<file path="config.mk">
export PLATFORM = sky130hd
export DESIGN_NAME = obstacle_generator
export DESIGN_NICKNAME = d
export VERILOG_FILES = /design/src/rtl/obstacle_generator_pkg.sv /design/src/rtl/obstacle_generator_lfsr8.sv /design/src/rtl/obstacle_generator.sv
export SDC_FILE = /design/constraint.sdc
export NUM_CORES = 1
export LEC_CHECK = 0
export CAP_MARGIN = 0
export CORE_UTILIZATION = 45
export DETAILED_ROUTE_END_ITERATION = 10
export GPL_TIMING_DRIVEN = 0
export PLACE_DENSITY = 0.71
export SLEW_MARGIN = 30
export SYNTH_ARGS = -nofsm -noshare
export SYNTH_HDL_FRONTEND = slang
export SYNTH_SLANG_ARGS = --single-unit
</file>
<file path="constraint.sdc">
create_clock -name clk -period 4.45 [get_ports clk]
set_clock_uncertainty 0.15 [all_clocks]
set_input_delay 0.89 -clock clk [delete_from_list [all_inputs] [get_ports clk]]
set_output_delay 0.89 -clock clk [all_outputs]
set_load 0.01 [all_outputs]
</file>
<file path="src/rtl/obstacle_generator_pkg.sv">
// Shared game constants and obstacle FSM encoding.
// Imported by the obstacle generator and the collision detector.
package obstacle_generator_pkg;

    localparam logic [9:0] SCREEN_WIDTH  = 10'd640;
    localparam logic [9:0] GROUND_Y      = 10'd345;

    localparam logic [9:0] PLAYER_Y      = 10'd315;
    localparam logic [9:0] PLAYER_WIDTH  = 10'd20;
    localparam logic [9:0] PLAYER_HEIGHT = 10'd30;

    typedef enum logic [1:0] {
        IDLE       = 2'd0,
        WAIT_SPAWN = 2'd1,
        MOVING     = 2'd2,
        FROZEN     = 2'd3
    } obs_state_t;

endpackage

</file>
<file path="src/rtl/obstacle_generator_lfsr8.sv">
// 8-bit Fibonacci LFSR, x^8+x^6+x^5+x^4+1.
// Steps once per advance pulse; a non-zero seed never reaches 0.
module lfsr8 #(
    parameter logic [7:0] SEED = 8'hA5
) (
    input  logic       clk,
    input  logic       rst_n,
    input  logic       advance,
    output logic [7:0] value
);

    logic fb;

    assign fb = value[7] ^ value[5] ^ value[4] ^ value[3];

    // Shift in the feedback bit at the bottom on each advance.
    always_ff @(posedge clk) begin
        if (!rst_n) begin
            value <= SEED;
        end else if (advance) begin
            value <= {value[6:0], fb};
        end
    end

endmodule

</file>
<file path="src/rtl/obstacle_generator.sv">
// Spawns, moves and despawns a single obstacle.
// Freezes on collision until start restarts play.
module obstacle_generator
    import obstacle_generator_pkg::*;
#(
    parameter logic [9:0] OBS_WIDTH  = 10'd20,
    parameter logic [9:0] MIN_HEIGHT = 10'd20,
    parameter logic [9:0] SPEED      = 10'd4,
    parameter logic [7:0] GAP_BASE   = 8'd30,
    parameter logic [7:0] LFSR_SEED  = 8'hA5
) (
    input  logic        clk,
    input  logic        rst_n,
    input  logic        frame_tick,
    input  logic        start,
    input  logic        collision,
    output logic [9:0]  obstacle_x,
    output logic [9:0]  obstacle_y,
    output logic [9:0]  obstacle_width,
    output logic [9:0]  obstacle_height,
    output logic        obstacle_active,
    output logic        game_over,
    output logic [15:0] score
);

    obs_state_t  state, state_d;
    logic [9:0]  x_q, x_d;
    logic [9:0]  h_q, h_d;
    logic [9:0]  y_q;
    logic        act_q, act_d;
    logic        go_q, go_d;
    logic [15:0] score_q, score_d;
    logic [7:0]  gap_q, gap_d;
    logic [7:0]  gap_load;
    logic [9:0]  spawn_h;
    logic [7:0]  lfsr_v;

    lfsr8 #(
        .SEED(LFSR_SEED)
    ) u_lfsr (
        .clk    (clk),
        .rst_n  (rst_n),
        .advance(frame_tick),
        .value  (lfsr_v)
    );

    // Random draws use the LFSR value before this tick advances it.
    assign gap_load = GAP_BASE + {4'd0, lfsr_v[3:0]};
    assign spawn_h  = MIN_HEIGHT + {4'd0, lfsr_v[5:0]};

    // State register.
    always_ff @(posedge clk) begin
        if (!rst_n) begin
            state <= IDLE;
        end else begin
            state <= state_d;
        end
    end

    // Next state and next obstacle/game values; collision outranks a tick.
    always_comb begin
        state_d = state;
        x_d     = x_q;
        h_d     = h_q;
        act_d   = act_q;
        go_d    = go_q;
        score_d = score_q;
        gap_d   = gap_q;
        unique case (state)
            IDLE: begin
                if (start) begin
                    gap_d   = gap_load;
                    state_d = WAIT_SPAWN;
                end
            end
            WAIT_SPAWN: begin
                if (frame_tick) begin
                    if (gap_q == 8'd1) begin
                        gap_d   = 8'd0;
                        h_d     = spawn_h;
                        x_d     = SCREEN_WIDTH;
                        act_d   = 1'b1;
                        state_d = MOVING;
                    end else begin
                        gap_d = gap_q - 8'd1;
                    end
                end
            end
            MOVING: begin
                if (collision) begin
                    go_d    = 1'b1;
                    state_d = FROZEN;
                end else if (frame_tick) begin
                    if (x_q >= SPEED) begin
                        x_d = x_q - SPEED;
                    end else begin
                        act_d   = 1'b0;
                        h_d     = 10'd0;
                        x_d     = SCREEN_WIDTH;
                        gap_d   = gap_load;
                        state_d = WAIT_SPAWN;
                        if (score_q != 16'hFFFF) begin
                            score_d = score_q + 16'd1;
                        end
                    end
                end
            end
            FROZEN: begin
                if (start) begin
                    go_d    = 1'b0;
                    score_d = 16'd0;
                    act_d   = 1'b0;
                    h_d     = 10'd0;
                    x_d     = SCREEN_WIDTH;
                    gap_d   = gap_load;
                    state_d = WAIT_SPAWN;
                end
            end
            default: state_d = IDLE;
        endcase
    end

    // Obstacle and game registers; y tracks the registered height.
    always_ff @(posedge clk) begin
        if (!rst_n) begin
            x_q     <= SCREEN_WIDTH;
            h_q     <= 10'd0;
            y_q     <= GROUND_Y;
            act_q   <= 1'b0;
            go_q    <= 1'b0;
            score_q <= 16'd0;
            gap_q   <= 8'd0;
        end else begin
            x_q     <= x_d;
            h_q     <= h_d;
            y_q     <= GROUND_Y - h_d;
            act_q   <= act_d;
            go_q    <= go_d;
            score_q <= score_d;
            gap_q   <= gap_d;
        end
    end

    assign obstacle_x      = x_q;
    assign obstacle_y      = y_q;
    assign obstacle_width  = OBS_WIDTH;
    assign obstacle_height = h_q;
    assign obstacle_active = act_q;
    assign game_over       = go_q;
    assign score           = score_q;

endmodule

</file>
==> results of run 1 <==
## metrics by stage
step | setup slack, ns | cell area [µm²]
5_1_grt | 0.223 | 4090
2_1_floorplan | 1.06 | 3250
3_5_place_dp | 0.0335 | 3860
3_3_place_gp | 0.0512 | 3860
4_1_cts | 0.382 | 4090
6_report | 0.359 | 4090
## final cells by class
type	instances	area [µm²]	share of cell area [%]
multi-input cells	283	1740	42.6
flip-flops and latches	63	1260	30.8
repair buffers	49	490	12.0
plain buffers	31	168	4.10
clock buffers	11	151	3.70
well taps	96	120	2.93
clock inverters	5	80.1	1.96
inverters	21	78.8	1.93
## layout by cell type (no fill, tap or decap), types with 14 or more instances in the layout
cell	netlist	final
dfxtp_1	63	63
clkdlybuf4s50_1	0	49
a21oi_1	16	16
xnor2_1	22	22
inv_1	19	19
nor2_1	55	55
nand2_1	38	38
nand3_1	14	14
clkbuf_1	14	14
ha_1	15	15
## power groups by stage
stage,sequential (W),combinational (W),clock (W)
after floorplan,0.000707,0.000560,0
after global placement,0.000706,0.000753,0
after detailed placement,0.000709,0.000774,0
after CTS,0.000697,0.000779,0.000583
after global routing,0.000709,0.000883,0.000609
final,0.000697,0.000779,0.000573
## layer usage
layer	routed length [µm]	track usage (%)
met4	93	8.03
met5	0	0
met1	3270	25.8
met2	3210	31.9
met3	508	6.19
## final timing paths
check	depth (start not counted)	slack (ns)	to
worst max-delay path	12	0.36	obstacle_y[9]$_SDFF_PN0_
worst min-delay path	2	0.34	gap_q[4]$_SDFFE_PN0P_
worst max register to register	13	0.62	obstacle_y[9]$_SDFF_PN0_
worst min register to register	2	0.34	gap_q[4]$_SDFFE_PN0P_
## cells in the mapped netlist, types with 3 or more instances
cell type | n | area share, %
a211oi_1 | 3 | 0.70
a21oi_1 | 16 | 2.5
a22oi_1 | 3 | 0.70
and2_1 | 4 | 0.78
and3_1 | 3 | 0.58
buf_4 | 13 | 3.0
clkbuf_1 | 14 | 1.6
dfxtp_1 | 63 | 39
ha_1 | 15 | 5.8
inv_1 | 19 | 2.2
mux2i_1 | 7 | 2.2
nand2_1 | 38 | 4.4
nand2b_1 | 5 | 0.97
nand3_1 | 14 | 2.2
nor2_1 | 55 | 6.4
nor3_1 | 9 | 1.4
nor4_1 | 9 | 1.8
o211ai_1 | 4 | 0.93
o21ai_0 | 9 | 1.4
o21ai_1 | 3 | 0.47
o31ai_1 | 4 | 0.93
or2_2 | 3 | 0.58
or3_1 | 3 | 0.58
xnor2_1 | 22 | 6.0
xor2_1 | 5 | 1.4
## cell families after synthesis
kind of cell / Yosys count / synth area share (%)
AND/OR/NAND/NOR: 156 / 23.2
flip-flops: 63 / 39.2
other: 2 / 0.234
buffers and inverters: 52 / 7.67
multiplexers: 8 / 2.53
adder cells (fa/ha/maj): 15 / 5.84
XOR/XNOR: 27 / 7.36
AO/OA/AOI/OAI: 65 / 13.9
## flip-flops by register name, summed over array words and instances (netlist names)
signal and flops:
game_over 1, gap_q 8, obstacle_active 1, obstacle_height 10, obstacle_x 8, obstacle_y 9, score 16, state 2
u_lfsr.value 8
## worst reg2reg max path, stage by stage (launching register included)
cell,delay (ns)
dfxtp_1,0.43
inv_1,0.09
ha_1,0.25
nor3b_1,0.16
a41oi_1,0.42
or3_1,0.18
buf_2,0.18
clkbuf_1,0.44
a22oi_1,0.20
ha_1,0.28
a221oi_1,0.35
o21a_1,0.22
o21ai_2,0.07
mux2_1,0.32
==> results.md, run 1 <==
- Slew Viols, Final: 0
- Pin count of the biggest net entering global routing: 12
- Min Tclk post-route: between 4 and 5 ns
- Slew Limit Headroom: 46.0%
- Final number of hold-violating endpoints: 0
- Total power density per cell area: between 500 and 600 nW/µm²
- Number of buffers added by the clock tree synthesis step: 9
- Wire length of the first global-routing pass: 11800 µm
- CP Capture Type: register
- Clock latency on the worst-skew pair: around 0.34 ns
- Measured slew at the worst slew-check pin: 0.803 ns
- Drt wl/cell: between 10 and 15 µm
- Status: complete, no violations
- Overall Power: 0.00205 W
- Dominant register cell in the synthesized netlist: dfxtp_1
- Worst EP arrival: 4.17 ns
- Row cnt: 30
- Fmax: approximately 240 MHz
- Worst min path class: register to register
- Remaining antenna violation count after routing: 0
- Final setup fails: 0
- Post-cts hold buffer count: 0
- Filler Cells Inserted: 625
- Number of nets at the end of the flow: 478
- Post-Syn Area per Cell: 8.28 µm²
- Overall routed net length: slightly above 7000 µm
- CTS Buffer Depth: 2
- Launch instance of the worst register-to-register path: obstacle_x[2]$_SDFFE_PN0P_
- Cell chosen for the clock root: clkbuf_8
- CTS tree: yes
- Area of the die: 7480 µm²
- Clock edge transition at the registers on the reported setup and hold paths: ~0.080 ns
- Total number of yosys warnings: 0
- Number of I/O port buffers: 49
- Final TNS setup: 0 ns
- Post-synthesis async set-or-reset flop share: 0%
- Max-cap violations: 0
- Cell with the largest stage delay on the worst path: clkdlybuf4s50_1
- CP delay by family, top: compound AO/OA/AOI/OAI gates
- CP Cell Sequence: clkdlybuf4s50_1, nand2b_1, o311a_1, or3_1, buf_2, clkbuf_1, a22oi_1, ha_1, a221oi_1, o21a_1, o21ai_2, mux2_1
- Boundary pin count: 63
- Cell count after synthesis: 388
- Via count of the first global-routing pass: 2624
- Yosys reg bits: 63
- Final standard cell utilization of the core: approximately three fifths
- Worst path required time: 4.53 ns
- Number of placed instances, taps included: 543
- Static Leak: 1.56 nW
- Vertical die dimension: 86.5 µm
- Delay of the slowest cell on the worst path: 0.62 ns
- Highest ir drop seen on vdd: 0.000319 V
- Via density per instance: 5.14
- Clock Sink Count: 63
- Critical Path Start Type: input port
- Post-synth EDFFs: 0
- Core Footprint: 6830 µm²
- Antenna diode count: 0
- Area growth syn-to-layout: 27.4%
- Reg power frac: between 30% and 40%
- Half-perimeter wire length after placement: about 5100 µm
- Post-synthesis cell type count: 59
- DRC errors left: 0
- Post-route insts no fill: 559
- Fraction of power consumed by combinational cells: 38.0%
- Part of the Yosys area used for sequential elements: 39.2%
- H-Tree Level Count: 3
- Summed instance area of the synthesized netlist: 3210 µm²
- Ratio of cells with drive above 1 in the final layout: around 8.4%
- Launching instance or port of the critical path: frame_tick
- Number of search-and-repair iterations in the first detailed-routing pass: 6
- Origin of the worst min-delay path: gap_q[4]$_SDFFE_PN0P_
- Net switching share of the total power: 37.6%
- Effective utilization at floorplan: roughly 47%
- Buffers plus inverters on the worst setup path: 3
- Largest driver fanout on the critical path: 10
- Cell-internal power: 0.00128 W
- Unrepaired setup endpoints after global routing: no
- Post-CTS setup buffer count: 0
- Global-route usage over all layers: about a fifth
- Ratio of final minimum period to clock period: 91.9%
- Gr ovfl total: 0
- Setup Crit Path Kind: input port to register
- DIE WIDTH: between 80 and 90 µm
- DR iter-0 viols: 136
- Worst hold margin: 0.335 ns
- Part of the power in the clock network: between 20 and 30%
- Post-cts resize count: 0
- Antenna violations before repair: 0
- Final weighted congestion in routability-driven placement: 0.855
- Sw Pwr: approximately 0.00077 W
- Vias: roughly 2900
(Power assumes the default switching activity.)
==> run 2, diff against run 1 <==
ABC_AREA = 1   (was default)
CORE_ASPECT_RATIO = 1.5   (was default)
PLACE_DENSITY = 0.7   (was 0.71)
clock period = 4.6 ns   (was 4.45 ns; I/O delays follow)
==> results.md, run 2 <==
- Commonest non-fill, non-tap cell in the layout: nand2_1
- Max-cap violations: 0
- Cells taking the most area after synthesis: dfxtp_1 37%, nand2_1 11%, nor2_1 6.1%, a21oi_1 5.7%, ha_1 5.5%
- CP delay by family, top: simple AND/OR/NAND/NOR gates
- Max FFs per register: 16
- Worst EP arrival: 3.11 ns
- Post-synth EDFFs: 0
- Global-route usage over all layers: 22.1%
- Launch instance of the worst register-to-register path: state[0]$_SDFFE_PN0P_
- Final weighted congestion in routability-driven placement: 0.890
- Fmax: around 330 MHz
- Measured slew at the worst slew-check pin: 0.554 ns
- Gr ovfl total: 0
- Most frequent cells in the layout: 100 x nand2_1, 63 x dfxtp_1, 55 x nor2_1
- DR iter-0 viols: 116
- Vertical die dimension: 108 µm
- Drt wl/cell: roughly 12 µm
- Total power density per cell area: just under 500 nW/µm²
- Status: complete, no violations
- Synth cell count leaders: 100 x nand2_1, 63 x dfxtp_1, 55 x nor2_1
- Remaining antenna violation count after routing: 0
- Overall routed net length: 8030 µm
- Origin of the worst min-delay path: score[4]$_SDFFE_PN0P_
- Largest driver fanout on the critical path: 7
- Depth of the worst register-to-register path: 15
- Post-Syn Area per Cell: 7.17 µm²
- Slew Viols, Final: 0
- Worst path required time: 4.70 ns
- Worst min path class: register to register
- Cell chosen for the clock root: clkbuf_8
- Unrepaired setup endpoints after global routing: no
- Library cell with the largest summed area after synthesis: dfxtp_1
- Dominant register cell in the synthesized netlist: dfxtp_1
- CTS tree: yes
- Highest ir drop seen on vdd: between 0.0002 and 0.0003 V
- Fraction of power consumed by combinational cells: 39.5%
- Number of search-and-repair iterations in the first detailed-routing pass: 4
- Net switching share of the total power: approximately two fifths
- Vias: 3232
- Via count of the first global-routing pass: ~3000
- Post-synthesis cell type count: 41
- DIE WIDTH: about 73 µm
- Buffers plus inverters on the worst setup path: 4
- Summed instance area of the synthesized netlist: 3400 µm²
- Total number of yosys warnings: 0
- Delay of the slowest cell on the worst path: between 0.4 and 0.5 ns
- Wire length of the first global-routing pass: approximately 13000 µm
- Setup Crit Path Kind: input port to register
- Clock Sink Count: 63
- Slew Limit Headroom: roughly 63%
- Number of I/O port buffers: 49
- Sw Pwr: 0.000805 W
- Row cnt: 38
- Min Tclk post-route: 3.00 ns
- Post-synthesis async set-or-reset flop share: 0%
- Final setup fails: 0
- Core Footprint: 7270 µm²
- Pin count of the biggest net entering global routing: 11
- Part of the Yosys area used for sequential elements: 37.1%
- Number of nets at the end of the flow: 564
- DRC errors left: 0
- Endpoint of the worst-slack reg-to-reg timing path: obstacle_y[7]$_SDFF_PN0_
- Antenna diode count: 0
- Capture endpoint of the worst hold path: score[4]$_SDFFE_PN0P_
- Worst hold stages: 2
- Post-cts hold buffer count: 0
- Cell count after synthesis: 474
- Cell-internal power: 0.00129 W
- Slack of the worst reg-to-reg path: 1.84 ns
- Final number of hold-violating endpoints: 0
- Antenna violations before repair: 0
- Launching instance or port of the critical path: collision
- Via density per instance: approximately 5.0
- Effective utilization at floorplan: 46.7%
- Post-CTS setup buffer count: 0
- Area share of the leading cell type in the synthesized netlist: 37.1%
- Final standard cell utilization of the core: 58.8%
- Area growth syn-to-layout: 25.8%
- Area of the die: 7910 µm²
- Ratio of cells with drive above 1 in the final layout: around a tenth
- Number of buffers added by the clock tree synthesis step: 9
- Final TNS setup: 0 ns
- Half-perimeter wire length after placement: 6050 µm
- Static Leak: 1.83 nW
- Ratio of final minimum period to clock period: 65.3%
- Boundary pin count: 63
- CTS Buffer Depth: 2
- Most used cell along the critical path: nand2_1
- Critical Path Start Type: input port
- Post-cts resize count: 0
- CP Cell Sequence: clkdlybuf4s50_1, nand2_1, inv_2, nor3_4, nand3_2, nand2_1, nand2_1, inv_2, ha_1, inv_1, nand4_1, nand2_1, a21oi_1, nor2_1
- Clock edge transition at the registers on the reported setup and hold paths: 0.07 ns
- Worst hold margin: 0.305 ns
- CP Capture Type: register
- Most numerous cell in the Yosys netlist: nand2_1
- Cell with the largest stage delay on the worst path: clkdlybuf4s50_1
- Part of the power in the clock network: 26.1%
- Reg power frac: around 34%
- Yosys reg bits: 63
- Clock latency on the worst-skew pair: 0.35 ns
- H-Tree Level Count: 3
run 2: worst reg2reg max path: stages (launching register included):
cell,delay (ns)
dfxtp_1,0.39
inv_1,0.08
ha_1,0.30
nand2_1,0.18
inv_2,0.09
nor3_4,0.27
nand3_2,0.22
nand2_1,0.12
nand2_1,0.09
inv_2,0.08
ha_1,0.17
inv_1,0.05
nand4_1,0.17
nand2_1,0.10
a21oi_1,0.14
nor2_1,0.06
run 2: power groups by stage:
| stage | clock network [W] | registers (W) | logic (W) |
|---|---|---|---|
| floorplan | 0 | 0.000728 | 0.000591 |
| finish | 0.000547 | 0.000720 | 0.000826 |
| global route | 0.000582 | 0.000731 | 0.000928 |
| detailed placement | 0 | 0.000730 | 0.000823 |
| global placement | 0 | 0.000727 | 0.000806 |
| CTS | 0.000561 | 0.000719 | 0.000829 |
run 2: layout make-up:
cell class / instances / area (µm²)
buffer: 22 / 139
clock buffer: 13 / 159
clock inverter: 3 / 65.1
fill: 704 / 3000
inverter: 54 / 204
multi-input combinational: 345 / 1830
sequential: 63 / 1260
tap: 100 / 125
timing repair buffer: 49 / 490
run 2: through the flow:
stage	total power, W	instances	setup WS, ns	area (µm²)
3_5_place_dp	0.00155	633	1.24	4050
4_1_cts	0.00211	649	1.63	4270
5_1_grt	0.00224	649	1.38	4270
2_1_floorplan	0.00132	484	1.95	3430
6_report	0.00209	649	1.60	4270
3_3_place_gp	0.00153	633	1.28	4050
run 2: cell families (layout without fill, tap and decap cells):
group	Yosys count	in the layout	synth area share, %
AO/OA/AOI/OAI	78	78	12.7
XOR/XNOR	16	16	4.13
other	2	12	0.221
adder cells (fa/ha/maj)	15	15	5.52
buffers and inverters	76	141	10.1
flip-flops	63	63	37.1
AND/OR/NAND/NOR	224	224	30.2
run 2: metal layers:
layer | routed length (µm) | track usage [%] | vias to the layer above | part of all wire, %
met5 | 0 | 0 | - | 0
met4 | 264 | 12.2 | 0 | 3.3
met3 | 289 | 5.96 | 24 | 3.6
met2 | 4240 | 40.0 | 74 | 53
met1 | 3240 | 22.5 | 1481 | 40
li1 | - | - | 1653 | -
run 2: worst max path at each step:
stage                                to  slack [ns]  cells after the start
2_1_floorplan  obstacle_y[7]$_SDFF_PN0_        1.95                     15
3_3_place_gp   obstacle_y[7]$_SDFF_PN0_        1.28                     14
3_5_place_dp   obstacle_y[7]$_SDFF_PN0_        1.24                     14
4_1_cts        obstacle_y[7]$_SDFF_PN0_        1.63                     14
5_1_grt        obstacle_y[9]$_SDFF_PN0_        1.38                     14
6_report       obstacle_y[7]$_SDFF_PN0_        1.60                     14
